==> src/rtl/spi_shift_engine.sv <==
// SPI shift engine: one-byte full-duplex transfer with fixed CPOL/CPHA and SCLK rate.
// Runs LEAD half-period, 2*DATA_W SCLK edges, TRAIL half-period; chip-select high aborts.
module spi_shift_engine #(
  parameter int unsigned CLK_DIV = 4,
  parameter int unsigned DATA_W  = 8,
  parameter bit          CPOL    = 1'b0,
  parameter bit          CPHA    = 1'b0
) (
  input  logic              HCLK,
  input  logic              HRESETn,
  input  logic              start_i,
  input  logic [DATA_W-1:0] data_in_bi,
  input  logic              spi_cs_i,
  output logic              busy_o,
  output logic              done_o,
  output logic [DATA_W-1:0] data_out_bo,
  input  logic              spi_miso_i,
  output logic              spi_mosi_o,
  output logic              spi_sclk_o
);

  localparam int unsigned DIV_W  = (CLK_DIV > 1) ? $clog2(CLK_DIV) : 1;
  localparam int unsigned EDGE_W = $clog2(2 * DATA_W + 1);
  localparam logic [DIV_W-1:0]  DIV_LAST    = DIV_W'(CLK_DIV - 1);
  localparam logic [EDGE_W-1:0] LAST_EDGE   = EDGE_W'(2 * DATA_W);
  localparam logic [EDGE_W-1:0] SHIFT_FIRST = EDGE_W'(3);
  localparam logic [EDGE_W-1:0] SHIFT_LAST  = EDGE_W'(2 * DATA_W - 2);

  typedef enum logic [1:0] {ST_IDLE, ST_LEAD, ST_SHIFT, ST_TRAIL} state_e;

  state_e              state_q;
  logic [DIV_W-1:0]    div_q;
  logic [EDGE_W-1:0]   edge_q;
  logic [DATA_W-1:0]   tx_q, rx_q, data_out_q;
  logic                busy_q, done_q, mosi_q, sclk_q;

  logic                tick, edge_now, leading, shift_en, sample_en;
  logic [EDGE_W-1:0]   edge_n;
  logic [DATA_W-1:0]   tx_d, rx_d;

  // Each SCLK edge lands on the HCLK posedge that ends a half-period; edge_n is its 1-based number.
  always_comb begin
    tick     = (div_q == DIV_LAST);
    edge_n   = edge_q + 1'b1;
    edge_now = tick && ((state_q == ST_LEAD) || (state_q == ST_SHIFT));
    leading  = edge_n[0];
    if (CPHA) begin
      shift_en  = edge_now && leading && (edge_n >= SHIFT_FIRST);
      sample_en = edge_now && !leading;
    end else begin
      shift_en  = edge_now && !leading && (edge_n <= SHIFT_LAST);
      sample_en = edge_now && leading;
    end
    tx_d = shift_en  ? {tx_q[DATA_W-2:0], 1'b0}       : tx_q;
    rx_d = sample_en ? {rx_q[DATA_W-2:0], spi_miso_i} : rx_q;
  end

  // Handshake: start_i is taken only while busy_o=0 (a start in the done_o cycle is legal);
  // busy_o then holds until the done_o pulse, or until spi_cs_i=1 aborts without done_o.
  always_ff @(posedge HCLK or negedge HRESETn) begin
    if (!HRESETn) begin
      state_q    <= ST_IDLE;
      div_q      <= '0;
      edge_q     <= '0;
      tx_q       <= '0;
      rx_q       <= '0;
      data_out_q <= '0;
      busy_q     <= 1'b0;
      done_q     <= 1'b0;
      mosi_q     <= 1'b1;
      sclk_q     <= CPOL;
    end else begin
      done_q <= 1'b0;
      if (state_q == ST_IDLE) begin
        if (start_i) begin
          state_q <= ST_LEAD;
          busy_q  <= 1'b1;
          tx_q    <= data_in_bi;
          rx_q    <= '0;
          mosi_q  <= data_in_bi[DATA_W-1];
          div_q   <= '0;
          edge_q  <= '0;
        end
      end else if (spi_cs_i) begin
        state_q <= ST_IDLE;
        busy_q  <= 1'b0;
        mosi_q  <= 1'b1;
        sclk_q  <= CPOL;
        div_q   <= '0;
        edge_q  <= '0;
      end else begin
        div_q  <= tick ? '0 : div_q + 1'b1;
        tx_q   <= tx_d;
        rx_q   <= rx_d;
        mosi_q <= tx_d[DATA_W-1];
        if (edge_now) begin
          sclk_q <= ~sclk_q;
          edge_q <= edge_n;
        end
        case (state_q)
          ST_LEAD:  if (tick) state_q <= ST_SHIFT;
          ST_SHIFT: if (tick && (edge_n == LAST_EDGE)) state_q <= ST_TRAIL;
          ST_TRAIL: begin
            if (tick) begin
              state_q    <= ST_IDLE;
              busy_q     <= 1'b0;
              done_q     <= 1'b1;
              data_out_q <= rx_q;
              mosi_q     <= 1'b1;
              edge_q     <= '0;
            end
          end
          default: state_q <= ST_IDLE;
        endcase
      end
    end
  end

  assign busy_o      = busy_q;
  assign done_o      = done_q;
  assign data_out_bo = data_out_q;
  assign spi_mosi_o  = mosi_q;
  assign spi_sclk_o  = sclk_q;

endmodule

==> config.mk <==
export PLATFORM = sky130hd
export DESIGN_NAME = spi_shift_engine
export DESIGN_NICKNAME = d
export VERILOG_FILES = /design/src/rtl/spi_shift_engine.sv
export SDC_FILE = /design/constraint.sdc
export NUM_CORES = 1
export LEC_CHECK = 0
export CAP_MARGIN = 20
export CORE_UTILIZATION = 54
export DETAILED_ROUTE_END_ITERATION = 10
export PLACE_DENSITY = 0.79
export SLEW_MARGIN = 20
export SYNTH_ARGS = -nofsm -noshare
export SYNTH_HDL_FRONTEND = slang
export SYNTH_SLANG_ARGS = --single-unit
export TNS_END_PERCENT = 5
==> constraint.sdc <==
create_clock -name HCLK -period 2.6 [get_ports HCLK]
set_input_delay 0.65 -clock HCLK [delete_from_list [all_inputs] [get_ports HCLK]]
set_output_delay 0.65 -clock HCLK [all_outputs]
set_load 0.02 [all_outputs]
# == Word level (Yosys, flattened, before mapping) ==
# Index checks and enable logic that the tools add are counted.
# word_totals
regBits,37
input_bits,13
output_inout_bits,12
word_cells,88
# classes
n_addsub,2
n_lt_le_gt_ge,1
n_eq_ne,10
mux,41
bitwise_logic,3
reduce_logical,20
# ops
cell,count
8-bit two-way mux,8
5-bit two-way mux,6
2-bit two-way mux,10
1-bit two-way mux,16
3-bit AND reduction,3
4-bit AND reduction,2
"2-bit == test, second input constant",3
2-bit case mux with 3 select lines,1
2-bit nonzero test,3
3-bit nonzero test,2
"5-bit by 1-bit adder with 5-bit output, second input constant",1
"5-bit == test, second input constant",1
"5-bit by 4-bit less-or-equal comparator with 1-bit output, second input constant",1
1-bit logical AND,5
"4-bit by 2-bit inequality test with 1-bit output, second input constant",1
"4-bit by 3-bit inequality test with 1-bit output, second input constant",1
"4-bit inequality test, second input constant",1
2-bit AND reduction,2
1-bit NOT,3
"2-bit by 1-bit adder with 2-bit output, second input constant",1
"2-bit by 1-bit == test with 1-bit output, second input constant",1
2-bit logical NOT,1
"2-bit by 1-bit inequality test with 1-bit output, second input constant",1
"2-bit inequality test, second input constant",1
other kinds (2),2

# == Longest topological paths before layout ==
# Gate-level depths: netlist (run 1).
# depth
ltp_word,10
mapped_depth,10

# == Worst setup path after synthesis (run 1) ==
# OpenSTA, ideal clock, no wires.
# synth_timing
kind,flip-flop to flip-flop
from,register state_q[0]
to,register rx_q[6]
arrival_time_ns,1.724
slack_ns,0.740
path_stages_with_launch,8
path_buffers,2
synth_period_minus_slack_ns,1.860
cell_sequence,dfrtp_1 > inv_1 > ha_1 > nor2_1 > and2_1 > clkbuf_1 > clkbuf_1 > o21ai_0
# synth_via
elab_chain_len,6
# synth_rtl
element,line_no,rtl
start: declaration,31,state_e state_q;
start signal: assignment,62,state_q <= ST_IDLE;
start signal: assignment,76,state_q <= ST_LEAD;
start signal: assignment,85,state_q <= ST_IDLE;
2-bit by 1-bit == test with 1-bit output / 2-bit == test (equally long branches),45,edge_now = tick && ((state_q == ST_LEAD) || (state_q == ST_SHIFT));
1-bit logical OR,45,
1-bit logical AND,45,
1-bit logical AND,52,sample_en = edge_now && leading;
2-bit nonzero test (no source line),n/a,
3-bit AND reduction (no source line),n/a,
end signal: assignment,94,rx_q <= rx_d;
end: declaration,34,"logic [DATA_W-1:0] tx_q, rx_q, data_out_q;"
# Parallel ways exist; a longest one is shown, timed or not.
# A chain may end at the register's enable or synchronous reset.

# == Worst setup path in the final report (run 1) ==
# layout_timing
from,"register mosi_q, in the netlist spi_mosi_o"
to,output spi_mosi_o
# layout_rtl
element,line_no,rtl
start: declaration,35,"logic busy_q, done_q, mosi_q, sclk_q;"
start signal: assignment,80,mosi_q <= data_in_bi[DATA_W-1];
start signal: assignment,95,mosi_q <= tx_d[DATA_W-1];
end: declaration,18,"output logic spi_mosi_o,"
# No word-level cell between the ends.

==> results of run 1 <==
## synth_stat cells (2+ instances only)
cell type and number:
sky130_fd_sc_hd__a21oi_1 12, sky130_fd_sc_hd__a21oi_2 3, sky130_fd_sc_hd__clkbuf_1 5, sky130_fd_sc_hd__dfrtp_1 36
sky130_fd_sc_hd__ha_1 10, sky130_fd_sc_hd__inv_1 7, sky130_fd_sc_hd__mux2_2 8, sky130_fd_sc_hd__mux2i_1 5
sky130_fd_sc_hd__nand2_1 28, sky130_fd_sc_hd__nand3_1 5, sky130_fd_sc_hd__nor2_1 5, sky130_fd_sc_hd__nor3_1 2
sky130_fd_sc_hd__o21ai_0 17, sky130_fd_sc_hd__o22ai_1 6, sky130_fd_sc_hd__or4_1 2, sky130_fd_sc_hd__xnor2_1 2
sky130_fd_sc_hd__xor2_1 2
## kinds of logic after synthesis
group / after synthesis / share of synthesized area [%]
AO/OA/AOI/OAI: 50 / 17.8
XOR/XNOR: 4 / 1.89
adder cells (fa/ha/maj): 10 / 6.77
buffers and inverters: 15 / 3.52
flip-flops: 37 / 50.1
multiplexers: 13 / 7.58
AND/OR/NAND/NOR: 49 / 12.3
## worst paths after layout
path	slack [ns]	to	cells after the start	from
min in group asynchronous	0.71	edge_q[4]	2	HRESETn
setup reg to reg	0.53	tx_q[2]	6	edge_q[0]
hold reg to reg	0.50	div_q[0]	1	div_q[0]
hold / removal	0.50	div_q[0]	1	div_q[0]
max in group asynchronous	1.54	spi_mosi_o	2	HRESETn
setup / recovery	0.46	spi_mosi_o	1	spi_mosi_o
## power breakdown
group | internal (mW) | switching (mW) | leakage, nW
registers | 0.687 | 0.0786 | 0.484
clock network | 0.204 | 0.203 | 0.0414
logic | 0.227 | 0.295 | 0.457
## state kept, by name, summed over array words and instances (netlist names)
| register | flops |
|---|---|
| div_q | 2 |
| rx_q | 8 |
| state_q | 2 |
| spi_mosi_o | 1 |
| spi_sclk_o | 1 |
| data_out_bo | 8 |
| done_o | 1 |
| tx_q | 8 |
| busy_o | 1 |
| edge_q | 5 |
## per-stage QoR
| stage | total power [mW] | utilization [%] | cells | setup WS [ns] | instance area (um^2) |
|---|---|---|---|---|---|
| global route | 1.78 | 70.9 | 252 | 0.389 | 2230 |
| global placement | 1.27 | 68.2 | 244 | 0.483 | 2150 |
| finish | 1.69 | 70.9 | 252 | 0.463 | 2230 |
| CTS | 1.70 | 70.9 | 252 | 0.450 | 2230 |
| detailed placement | 1.29 | 68.2 | 244 | 0.422 | 2150 |
| floorplan | 1.11 | - | 178 | 0.740 | 1850 |
## layout make-up
| type | instances | area (um^2) | share of cell area (%) |
|---|---|---|---|
| Sequential cell | 37 | 927 | 41.5 |
| Inverter | 7 | 26.3 | 1.18 |
| Tap cell | 44 | 55.1 | 2.46 |
| Clock inverter | 3 | 46.3 | 2.07 |
| Timing Repair Buffer | 30 | 285 | 12.8 |
| Clock buffer | 5 | 37.5 | 1.68 |
| Multi-Input combinational cell | 126 | 857 | 38.4 |
## metal layers
layer  wire length [um]  share of wire [%]  vias to the layer above  track usage, %
li1                   -                  -                      697               -
met1               1610                 45                      704            27.6
met2               1740                 49                       43            39.2
met3                169                4.8                        4            5.76
met4                 36                1.0                        0            7.14
met5                  0                  0                        -               0
==> metrics.yaml, run 1 <==
layout:
  mostFrequentLayoutCell: "sky130_fd_sc_hd__dfrtp_1"
  fill_cells: 250
  insertedDiodeCount: 0
  syn2layout_area_growth_pct: 20.8
  mostFrequentLayoutCells: "sky130_fd_sc_hd__dfrtp_1 (36), sky130_fd_sc_hd__nand2_1 (28), sky130_fd_sc_hd__clkdlybuf4s50_1 (24)"
  design.final.nets: 230
  post_route_cells_drive_above_1_share_pct: 14.4
detailed_routing:
  route.final.wire_length_mm: 3.56
  drt-pass1-iter-count: 4
  drtIter0Drc: 55
  detail_route.vias_per_cell: 5.75
  routed-via-count: 1448
  post-route-drc-count: 0
  postRouteAntennaNets: 0
  drt-wirelength-per-cell_um: 14.1
job:
  maxCapViolations: 0
sta:
  peak_clock_frequency_supported_by_timing_mhz: 468
  final_max_slew_viol_count: 0
  period_share_pct: 82.2
  timing.setup.tns_ns: 0
  clock-skew-final_ns: 0.00649
  fin_crit_ns: 2.14
  finalHoldWorstSlack_ns: 0.503
  setup_repair_after_global_routing_missed_its_margin: "false"
  report.final.hold_viol_count: 0
  worst_pin_slew_ns: 0.498
  finalSetupViolations: 0
  relSlewSlack_pct: 66.7
floorplan:
  dieWidth_um: 60.5
  num_rows: 20
  die_height_um: 60.5
  core_area_mm2: 0.00315
  die-area_mm2: 0.00366
  boundaryPins: 25
  initial_cell_density_of_the_core_pct: 58.7
clock_tree:
  cts_resized: 0
  cts_max_path_buffers: 2
  clock_tree.root_cell: "sky130_fd_sc_hd__clkbuf_4"
  clk_pin_slew_worst_paths_ns: 0.12
  cts_hold_repair.buffers: 0
  clock_latency_ns: 0.34
  htreeDepth: 2
  clock_tree_from_tritoncts: "yes"
  post-cts-setup-buffers: 0
  clkSinkCount: 37
  numCtsBuffers: 5
synth:
  mappedNetlistArea_mm2: 0.00185
  synth_cell_type_count: 40
  post-synth-top-area-fraction_pct: 48.7
  synth.yosys.warnings: 0
  net_count_of_the_mapped_netlist: 201
  synth_seq_area_share_pct: 50.1
  synth_area_leaders: "sky130_fd_sc_hd__dfrtp_1 (49%), sky130_fd_sc_hd__ha_1 (6.8%), sky130_fd_sc_hd__nand2_1 (5.7%)"
  syn-mean-instance-area_um2: 10.4
  synth-seq-cells: 37
  post_synth_arst_share_pct: 100
  synth_enable_flop_cells: 0
  post_synth_inst_count: 178
  synth-main-ff-cell: "sky130_fd_sc_hd__dfrtp_1"
  synth.largest_area_cell: "sky130_fd_sc_hd__dfrtp_1"
power:
  max-vdd-ir-drop_mv: 0.656
  p_leak_nw: 0.982
  power.density_mw_per_mm2: 758
place:
  routabilityCongestion: 0.854
  detailed_place_hpwl_mm: 2.58
  io_buffer_count: 24
outcome:
  outcome: "complete, no violations"
worst_setup_path:
  timing.critical_path.slowest_cell_delay_ns: 0.59
  path_max_fanout: 2
  timing.critical_path.cells: "clkdlybuf4s50_1"
  crit_family: "buffers and inverters"
  crit_path_end_kind: "primary output"
  startpoint_type: "flip-flop"
  worst-endpoint-required_ns: 1.95
  worstSetupPathType: "reg -> out"
  crit_buf_inv: 1
  critPathSlowestCell: "sky130_fd_sc_hd__clkdlybuf4s50_1"
  crit_arrival_ns: 1.49
grt:
  grt_max_degree: 38
  via_count_of_the_first_global_routing_pass: 1427
  grt_antenna_before_repair: 0
  grt_first_pass_wirelength_mm: 6.11
  groute.usage.overall_pct: 22.6
  gr-total-overflow: 0
hold_path:
  type_of_the_most_critical_hold_path: "reg -> reg"
Power figures use the tool's default switching activity.
==> inputs of run 2 (changes only) <==
Settings changed: CORE_UTILIZATION 54 to 49, PLACE_DENSITY 0.79 to 0.75.
Clock period 2.6 ns to 1.8 ns, I/O delays scaled along.
==> run 2 against run 1 <==
The flow now finishes with violations (setup timing). Largest cell class is now multi-input gates. Count of clock-buffer cells in the layout unchanged. Total power increased by 64%. Combinational power increased by 82%. First-iteration DRC count increased by 58%. Sequential cell count unchanged. Sequential power increased by 44%. Non-clock buffer count increased by 20. Sequential share of layout area decreased by 4.8 points. Largest power group unchanged. Die area increased by 9.9%.
==> metrics.yaml, run 2 (synthesis results as in run 1) <==
outcome:
  outcome: "finished, violations left"  # was complete, no violations
  violations_in_the_final_reports: "setup timing"
layout:
  final-seq-area_um2: 927  # unchanged
  mostFrequentLayoutCells: "sky130_fd_sc_hd__dfrtp_1 (36), sky130_fd_sc_hd__nand2_1 (28), sky130_fd_sc_hd__clkdlybuf4s50_1 (23), sky130_fd_sc_hd__buf_4 (23), sky130_fd_sc_hd__o21ai_0 (17)"  # was sky130_fd_sc_hd__dfrtp_1 (36), sky130_fd_sc_hd__nand2_1 (28), sky130_fd_sc_hd__clkdlybuf4s50_1 (24)
  mostFrequentLayoutCell: "sky130_fd_sc_hd__dfrtp_1"  # unchanged
  finish.cell_count_without_fillers: 274  # was 252
  fill_cells: 248  # was 250
  postLayoutCoreUtil_pct: 72.9  # was 70.9%
  post_route_cells_drive_above_1_share_pct: 28.5  # was 14.4%
  multi_input_comb_area_um2: 931  # was 857 um^2
  syn2layout_area_growth_pct: 36.7  # was 20.8%
  design_area_mm2: 0.00253  # was 0.00223 mm^2
  design.final.nets: 250  # was 230
  insertedDiodeCount: 0  # unchanged
floorplan:
  initial_cell_density_of_the_core_pct: 53.3  # was 58.7%
  num_rows: 21  # was 20
  core_area_mm2: 0.00347  # was 0.00315 mm^2
  boundaryPins: 25  # unchanged
  die-area_mm2: 0.00402  # was 0.00366 mm^2
  dieWidth_um: 63.4  # was 60.5 um
  die_height_um: 63.4  # was 60.5 um
sta:
  timing.setup.tns_ns: -0.0861  # was 0 ns
  worst_pin_slew_ns: 0.451  # was 0.498 ns
  peak_clock_frequency_supported_by_timing_mhz: 545
  clock-skew-final_ns: 0.00607  # was 0.00649 ns
  setup_repair_after_global_routing_missed_its_margin: "true"  # was false
  finalSetupViolations: 3  # was 0
  postLayoutSetupSlackWorst_ns: -0.0339  # was 0.463 ns
  relSlewSlack_pct: 69.8  # was 66.7%
  final_max_slew_viol_count: 0  # unchanged
  report.final.hold_viol_count: 0  # unchanged
  period_share_pct: 102
  fin_crit_ns: 1.83
grt:
  grt_antenna_before_repair: 0  # unchanged
  groute.usage.overall_pct: 21.8  # was 22.6%
  via_count_of_the_first_global_routing_pass: 1505  # was 1427
  gr-total-overflow: 0  # unchanged
  grt_first_pass_wirelength_mm: 6.63  # was 6.11 mm
  grt_max_degree: 31  # was 38
detailed_routing:
  drt-wirelength-per-cell_um: 14.4  # was 14.1 um
  detail_route.vias_per_cell: 5.48  # was 5.75
  met2WireLength_mm: 1.97  # was 1.74 mm
  drtIter0Drc: 87  # was 55
  wirelength_met1_mm: 1.77  # was 1.61 mm
  post-route-drc-count: 0  # unchanged
  dr_wl_met3_um: 170  # was 169 um
  route.final.wire_length_mm: 3.95  # was 3.56 mm
  drt-pass1-iter-count: 4  # unchanged
  highest-signal-layer: "met4"  # unchanged
  postRouteAntennaNets: 0  # unchanged
  routed-via-count: 1501  # was 1448
worst_setup_path:
  crit_cells: 6  # was 1
  startpoint_type: "flip-flop"  # unchanged
  crit_path_end_kind: "flip-flop"  # was primary output
  critPathSlowestCell: "sky130_fd_sc_hd__or3_4"  # was sky130_fd_sc_hd__clkdlybuf4s50_1
  path_max_fanout: 3  # was 2
  crit_arrival_ns: 2.01  # was 1.49 ns
  crit_buf_inv: 1  # unchanged
  worstSetupPathType: "reg -> reg"  # was reg -> out
  worst-r2r-cell-count: 6  # unchanged
  worst-endpoint-required_ns: 1.98  # was 1.95 ns
  crit_family: "compound AO/OA/AOI/OAI gates"  # was buffers and inverters
  worst-r2r-setup-slack_ns: -0.03  # was 0.53 ns
  timing.critical_path.slowest_cell_delay_ns: 0.40  # was 0.59 ns
  timing.critical_path.cells: "inv_1 -> ha_1 -> or3_4 -> o211ai_2 -> nor3b_1 -> o31a_1"  # was clkdlybuf4s50_1
clock_tree:
  clock_tree_from_tritoncts: "yes"  # unchanged
  cts_hold_repair.buffers: 0  # unchanged
  cts_max_path_buffers: 2  # unchanged
  clock_tree.root_cell: "sky130_fd_sc_hd__clkbuf_8"  # was sky130_fd_sc_hd__clkbuf_4
  clock_latency_ns: 0.29  # was 0.34 ns
  clk_pin_slew_worst_paths_ns: 0.08  # was 0.12 ns
  clkSinkCount: 37  # unchanged
  htreeDepth: 2  # unchanged
  numCtsBuffers: 5  # unchanged
place:
  numPlacedInstances: 265  # was 244
  postPlaceCellArea_mm2: 0.00232  # was 0.00215 mm^2
  io_buffer_count: 24  # unchanged
  detailed_place_hpwl_mm: 2.88  # was 2.58 mm
  routabilityCongestion: 0.960  # was 0.854
power:
  max-vdd-ir-drop_mv: 0.901  # was 0.656 mV
  power.switching_fraction_pct: 33.1  # was 34.0%
  seqPwrFrac_pct: 39.8  # was 45.2%
  internal-power_mw: 1.85  # was 1.12 mW
  pwr-share-clk_pct: 25.9  # was 24.0%
  netSwitchingPower_mw: 0.915  # was 0.576 mW
  p_leak_nw: 1.11  # was 0.982 nW
  power.density_mw_per_mm2: 1100  # was 758 mW/mm^2
  p_total_mw: 2.77  # was 1.69 mW
  power.share.combinational_pct: 34.3  # was 30.8%
job:
  maxCapViolations: 0  # unchanged
hold_path:
  type_of_the_most_critical_hold_path: "in -> async"  # was reg -> reg
## run 2: cell types whose count changed in the layout (fill, tap and decap cells not counted), moves of 2 or more
cell	change
sky130_fd_sc_hd__buf_4	+17
sky130_fd_sc_hd__ha_1	-3
sky130_fd_sc_hd__ha_2	+2
sky130_fd_sc_hd__buf_12	+3
sky130_fd_sc_hd__nor2_1	-4
sky130_fd_sc_hd__clkbuf_8	+5
sky130_fd_sc_hd__clkbuf_4	-5
sky130_fd_sc_hd__nor2_2	+4
## run 2: cell type report
type	instances	area share, %
repair buffers	50	18.7
clock inverters	3	1.83
flip-flops and latches	37	36.7
clock buffers	5	2.72
well taps	46	2.28
multi-input cells	126	36.8
inverters	7	1.04
## run 2: worst reg2reg max path, cell delays in order, from the launching register on
cell                       delay [ns]
sky130_fd_sc_hd__dfrtp_1         0.39
sky130_fd_sc_hd__inv_1           0.06
sky130_fd_sc_hd__ha_1            0.28
sky130_fd_sc_hd__or3_4           0.40
sky130_fd_sc_hd__o211ai_2        0.26
sky130_fd_sc_hd__nor3b_1         0.08
sky130_fd_sc_hd__o31a_1          0.24
## run 2: per-stage QoR
step / setup slack (ns) / hold WS, ns
6_report: -0.0339 / 0.468
5_1_grt: -0.113 / 0.490
4_1_cts: -0.0332 / 0.475
3_5_place_dp: -0.194 / 0.479
3_3_place_gp: -0.114 / 0.461
2_1_floorplan: -0.0410 / 0.154
## run 2: power by group through the flow
stage,clock (mW),combinational [mW],sequential (mW)
floorplan,0,0.490,1.12
finish,0.718,0.949,1.10
CTS,0.732,0.886,1.10
detailed placement,0,0.867,1.11
global placement,0,0.822,1.10
global route,0.771,1.03,1.12
## run 2: path summary, 6_finish.rpt
path	startpoint	endpoint
worst max-delay path	edge_q[1]	tx_q[7]
worst min-delay path	HRESETn	div_q[1]
worst max register to register	edge_q[1]	tx_q[7]
worst min register to register	div_q[0]	div_q[0]
max in group asynchronous	HRESETn	tx_q[1]
min in group HCLK	div_q[0]	div_q[0]
## run 2: per-layer routing
metal	up-vias	GRT usage, %
li1	724	-
met1	726	26.6
met2	46	36.7
met3	5	5.25
met4	0	8.52
met5	-	0
## run 2: repair_timing
action,in CTS,in global routing
setup endpoints to repair,14,16
pin swaps,1,3
buffers inserted,1,0
resized for setup,7,9
cloned,0,0
==> inputs of run 3 (changes only) <==
Settings changed: GPL_TIMING_DRIVEN set to 0.
==> run 3 against run 2 <==
The flow still finishes with violations (setup timing). Combinational power fell by 10%. First-iteration DRC count fell by 22%. Sequential cell count did not move. Final cell count fell by 5.1%. Largest cell class unchanged. Register-to-register slack got worse by 0.06 ns. Core utilization fell by 1.9 points. Hold slack got worse by 0.46 ns. Final area fell by 2.6%. Non-clock buffer count fell by 14. Die area did not move.
==> metrics.yaml, run 3 (synthesis results as in run 1) <==
detailed_routing:
  drtIter0Drc: 68  # was 87
  route.final.wire_length_mm: 4.06  # was 3.95 mm
  postRouteAntennaNets: 0  # unchanged
  routed-via-count: 1454  # was 1501
  detail_route.vias_per_cell: 5.59  # was 5.48
  post-route-drc-count: 0  # unchanged
  drt-pass1-iter-count: 4  # unchanged
  drt-wirelength-per-cell_um: 15.6  # was 14.4 um
floorplan:
  initial_cell_density_of_the_core_pct: 53.3  # unchanged
  core_area_mm2: 0.00347  # unchanged
  boundaryPins: 25  # unchanged
  die-area_mm2: 0.00402  # unchanged
  num_rows: 21  # unchanged
  die_height_um: 63.4  # unchanged
  dieWidth_um: 63.4  # unchanged
layout:
  postLayoutCoreUtil_pct: 71.0  # was 72.9%
  post_route_cells_drive_above_1_share_pct: 24.3  # was 28.5%
  syn2layout_area_growth_pct: 33.2  # was 36.7%
  mostFrequentLayoutCell: "sky130_fd_sc_hd__dfrtp_1"  # unchanged
  design.final.nets: 236  # was 250
  mostFrequentLayoutCells: "sky130_fd_sc_hd__dfrtp_1 (34), sky130_fd_sc_hd__nand2_1 (27), sky130_fd_sc_hd__clkdlybuf4s50_1 (22)"  # was sky130_fd_sc_hd__dfrtp_1 (36), sky130_fd_sc_hd__nand2_1 (28), sky130_fd_sc_hd__clkdlybuf4s50_1 (23), sky130_fd_sc_hd__buf_4 (23), sky130_fd_sc_hd__o21ai_0 (17)
  design_area_mm2: 0.00246  # was 0.00253 mm^2
  insertedDiodeCount: 0  # unchanged
worst_setup_path:
  timing.critical_path.slowest_cell_delay_ns: 0.48  # was 0.40 ns
  rr_endpoint: "tx_q[4]"  # was tx_q[7]
  crit_arrival_ns: 2.12  # was 2.01 ns
  startpoint_type: "flip-flop"  # unchanged
  critPathSlowestCell: "sky130_fd_sc_hd__dfrtp_2"  # was sky130_fd_sc_hd__or3_4
  r2r_start: "edge_q[0]"  # was edge_q[1]
  worst-r2r-setup-slack_ns: -0.1  # was -0.03 ns
  worstSetupPathType: "reg -> reg"  # unchanged
  worst-r2r-cell-count: 7  # was 6
  crit_path_end_kind: "flip-flop"  # unchanged
  worst-endpoint-required_ns: 2.02  # was 1.98 ns
  timing.critical_path.cells: "ha_4 -> xnor2_1 -> or3_4 -> o2111ai_4 -> buf_6 -> o22ai_1 -> a21oi_2"  # was inv_1 -> ha_1 -> or3_4 -> o211ai_2 -> nor3b_1 -> o31a_1
  path_max_fanout: 6  # was 3
grt:
  grt_antenna_before_repair: 0  # unchanged
  gr-total-overflow: 0  # unchanged
  grt_max_degree: 30  # was 31
  grt_first_pass_wirelength_mm: 6.89  # was 6.63 mm
  groute.usage.overall_pct: 22.6  # was 21.8%
  via_count_of_the_first_global_routing_pass: 1498  # was 1505
power:
  power.share.combinational_pct: 29.9  # was 34.3%
  p_leak_nw: 1.05  # was 1.11 nW
  power.density_mw_per_mm2: 1160  # was 1100 mW/mm^2
  p_total_mw: 2.85  # was 2.77 mW
  max-vdd-ir-drop_mv: 0.769  # was 0.901 mV
  pwr-share-clk_pct: 30.8  # was 25.9%
  netSwitchingPower_mw: 0.921  # was 0.915 mW
  power.switching_fraction_pct: 32.3  # was 33.1%
  internal-power_mw: 1.93  # was 1.85 mW
  seqPwrFrac_pct: 39.3  # was 39.8%
sta:
  timing.setup.tns_ns: -0.489  # was -0.0861 ns
  peak_clock_frequency_supported_by_timing_mhz: 527  # was 545 MHz
  final_max_slew_viol_count: 0  # unchanged
  period_share_pct: 105  # was 102%
  clock-skew-final_ns: 0.00841  # was 0.00607 ns
  report.final.hold_viol_count: 0  # unchanged
  setup_repair_after_global_routing_missed_its_margin: "true"  # unchanged
  postLayoutSetupSlackWorst_ns: -0.0981  # was -0.0339 ns
  worst_pin_slew_ns: 0.500  # was 0.451 ns
  finalSetupViolations: 9  # was 3
  fin_crit_ns: 1.90  # was 1.83 ns
  relSlewSlack_pct: 66.5  # was 69.8%
clock_tree:
  clock_latency_ns: 0.30  # was 0.29 ns
  clk_pin_slew_worst_paths_ns: 0.08  # about the same
  htreeDepth: 2  # unchanged
  numCtsBuffers: 5  # unchanged
  clock_tree_from_tritoncts: "yes"  # unchanged
  clkSinkCount: 37  # unchanged
  cts_hold_repair.buffers: 0  # unchanged
  cts_max_path_buffers: 2  # unchanged
  clock_tree.root_cell: "sky130_fd_sc_hd__clkbuf_8"  # unchanged
place:
  detailed_place_hpwl_mm: 2.74  # was 2.88 mm
  postPlaceCellArea_mm2: 0.00216  # was 0.00232 mm^2
  io_buffer_count: 24  # unchanged
  routabilityCongestion: 0.766  # was 0.960
outcome:
  violations_in_the_final_reports: "setup timing"  # unchanged
  outcome: "finished, violations left"  # unchanged
job:
  maxCapViolations: 0  # unchanged
hold_path:
  type_of_the_most_critical_hold_path: "in -> async"  # unchanged
run 3: cell types whose count changed in the layout (fill, tap and decap cells not counted), moves of 3 or more:
cell                     previous run  this run
sky130_fd_sc_hd__buf_4             23         5
sky130_fd_sc_hd__nor2_1             1         4
sky130_fd_sc_hd__nor2_2             4         1
sky130_fd_sc_hd__ha_1               7         4
sky130_fd_sc_hd__ha_4               1         4
run 3: how the worst max path moves through the flow:
stage | start | slack (ns) | endpoint
floorplan | edge_q[0] | -0.04 | tx_q[7]
global placement | HRESETn | -0.53 | data_out_bo[0]
detailed placement | spi_cs_i | -0.51 | data_out_bo[7]
CTS | edge_q[0] | -0.08 | tx_q[5]
global route | edge_q[0] | -0.16 | tx_q[6]
finish | edge_q[0] | -0.1 | tx_q[4]
run 3: cell type report:
| type | instances | area, um^2 |
|---|---|---|
| Fill cell | 271 | 1010 |
| Multi-Input combinational cell | 126 | 980 |
| Sequential cell | 37 | 930 |
| Timing Repair Buffer | 28 | 277 |
| Clock buffer | 5 | 68.8 |
| Clock inverter | 3 | 68.8 |
| Tap cell | 46 | 57.6 |
| Buffer | 8 | 55.1 |
| Inverter | 7 | 26.3 |
run 3: repair_timing:
action / CTS / global route
cloned: 1 / 0
resized for setup: 23 / 14
buffers inserted: 2 / 0
pin swaps: 6 / 0
setup endpoints to repair: 34 / 30
run 3: power groups by stage:
stage          Sequential [mW]  Clock, mW  Combinational [mW]
4_1_cts                   1.11      0.892               0.814
3_3_place_gp              1.10          0               0.711
5_1_grt                   1.14      0.921               0.944
3_5_place_dp              1.12          0               0.746
6_report                  1.12      0.877               0.851
2_1_floorplan             1.12          0               0.490
run 3: per-layer routing:
layer / up-vias / GRT usage (%) / share of wire [%]
li1: 699 / - / -
met1: 703 / 27.2 / 42
met2: 40 / 37.8 / 51
met3: 12 / 5.07 / 3.7
met4: 0 / 11.1 / 3.2
met5: - / 0 / 0
run 3: metrics by stage:
step,setup slack [ns],hold WS (ns),instances
5_1_grt,-0.160,0.0143,260
2_1_floorplan,-0.0410,0.154,178
3_3_place_gp,-0.533,0.462,248
4_1_cts,-0.0825,0.00748,260
3_5_place_dp,-0.510,0.328,249
6_report,-0.0981,0.00573,260
run 3: critical path, delay by kind of cell (launching register included):
| kind | cells | cell delay (ns) |
|---|---|---|
| buf+inv | 1 | 0.16 |
| simple gates | 1 | 0.37 |
| compound gates | 3 | 0.47 |
| fa+ha+maj | 1 | 0.21 |
| flops | 1 | 0.48 |
| xor+xnor | 1 | 0.13 |
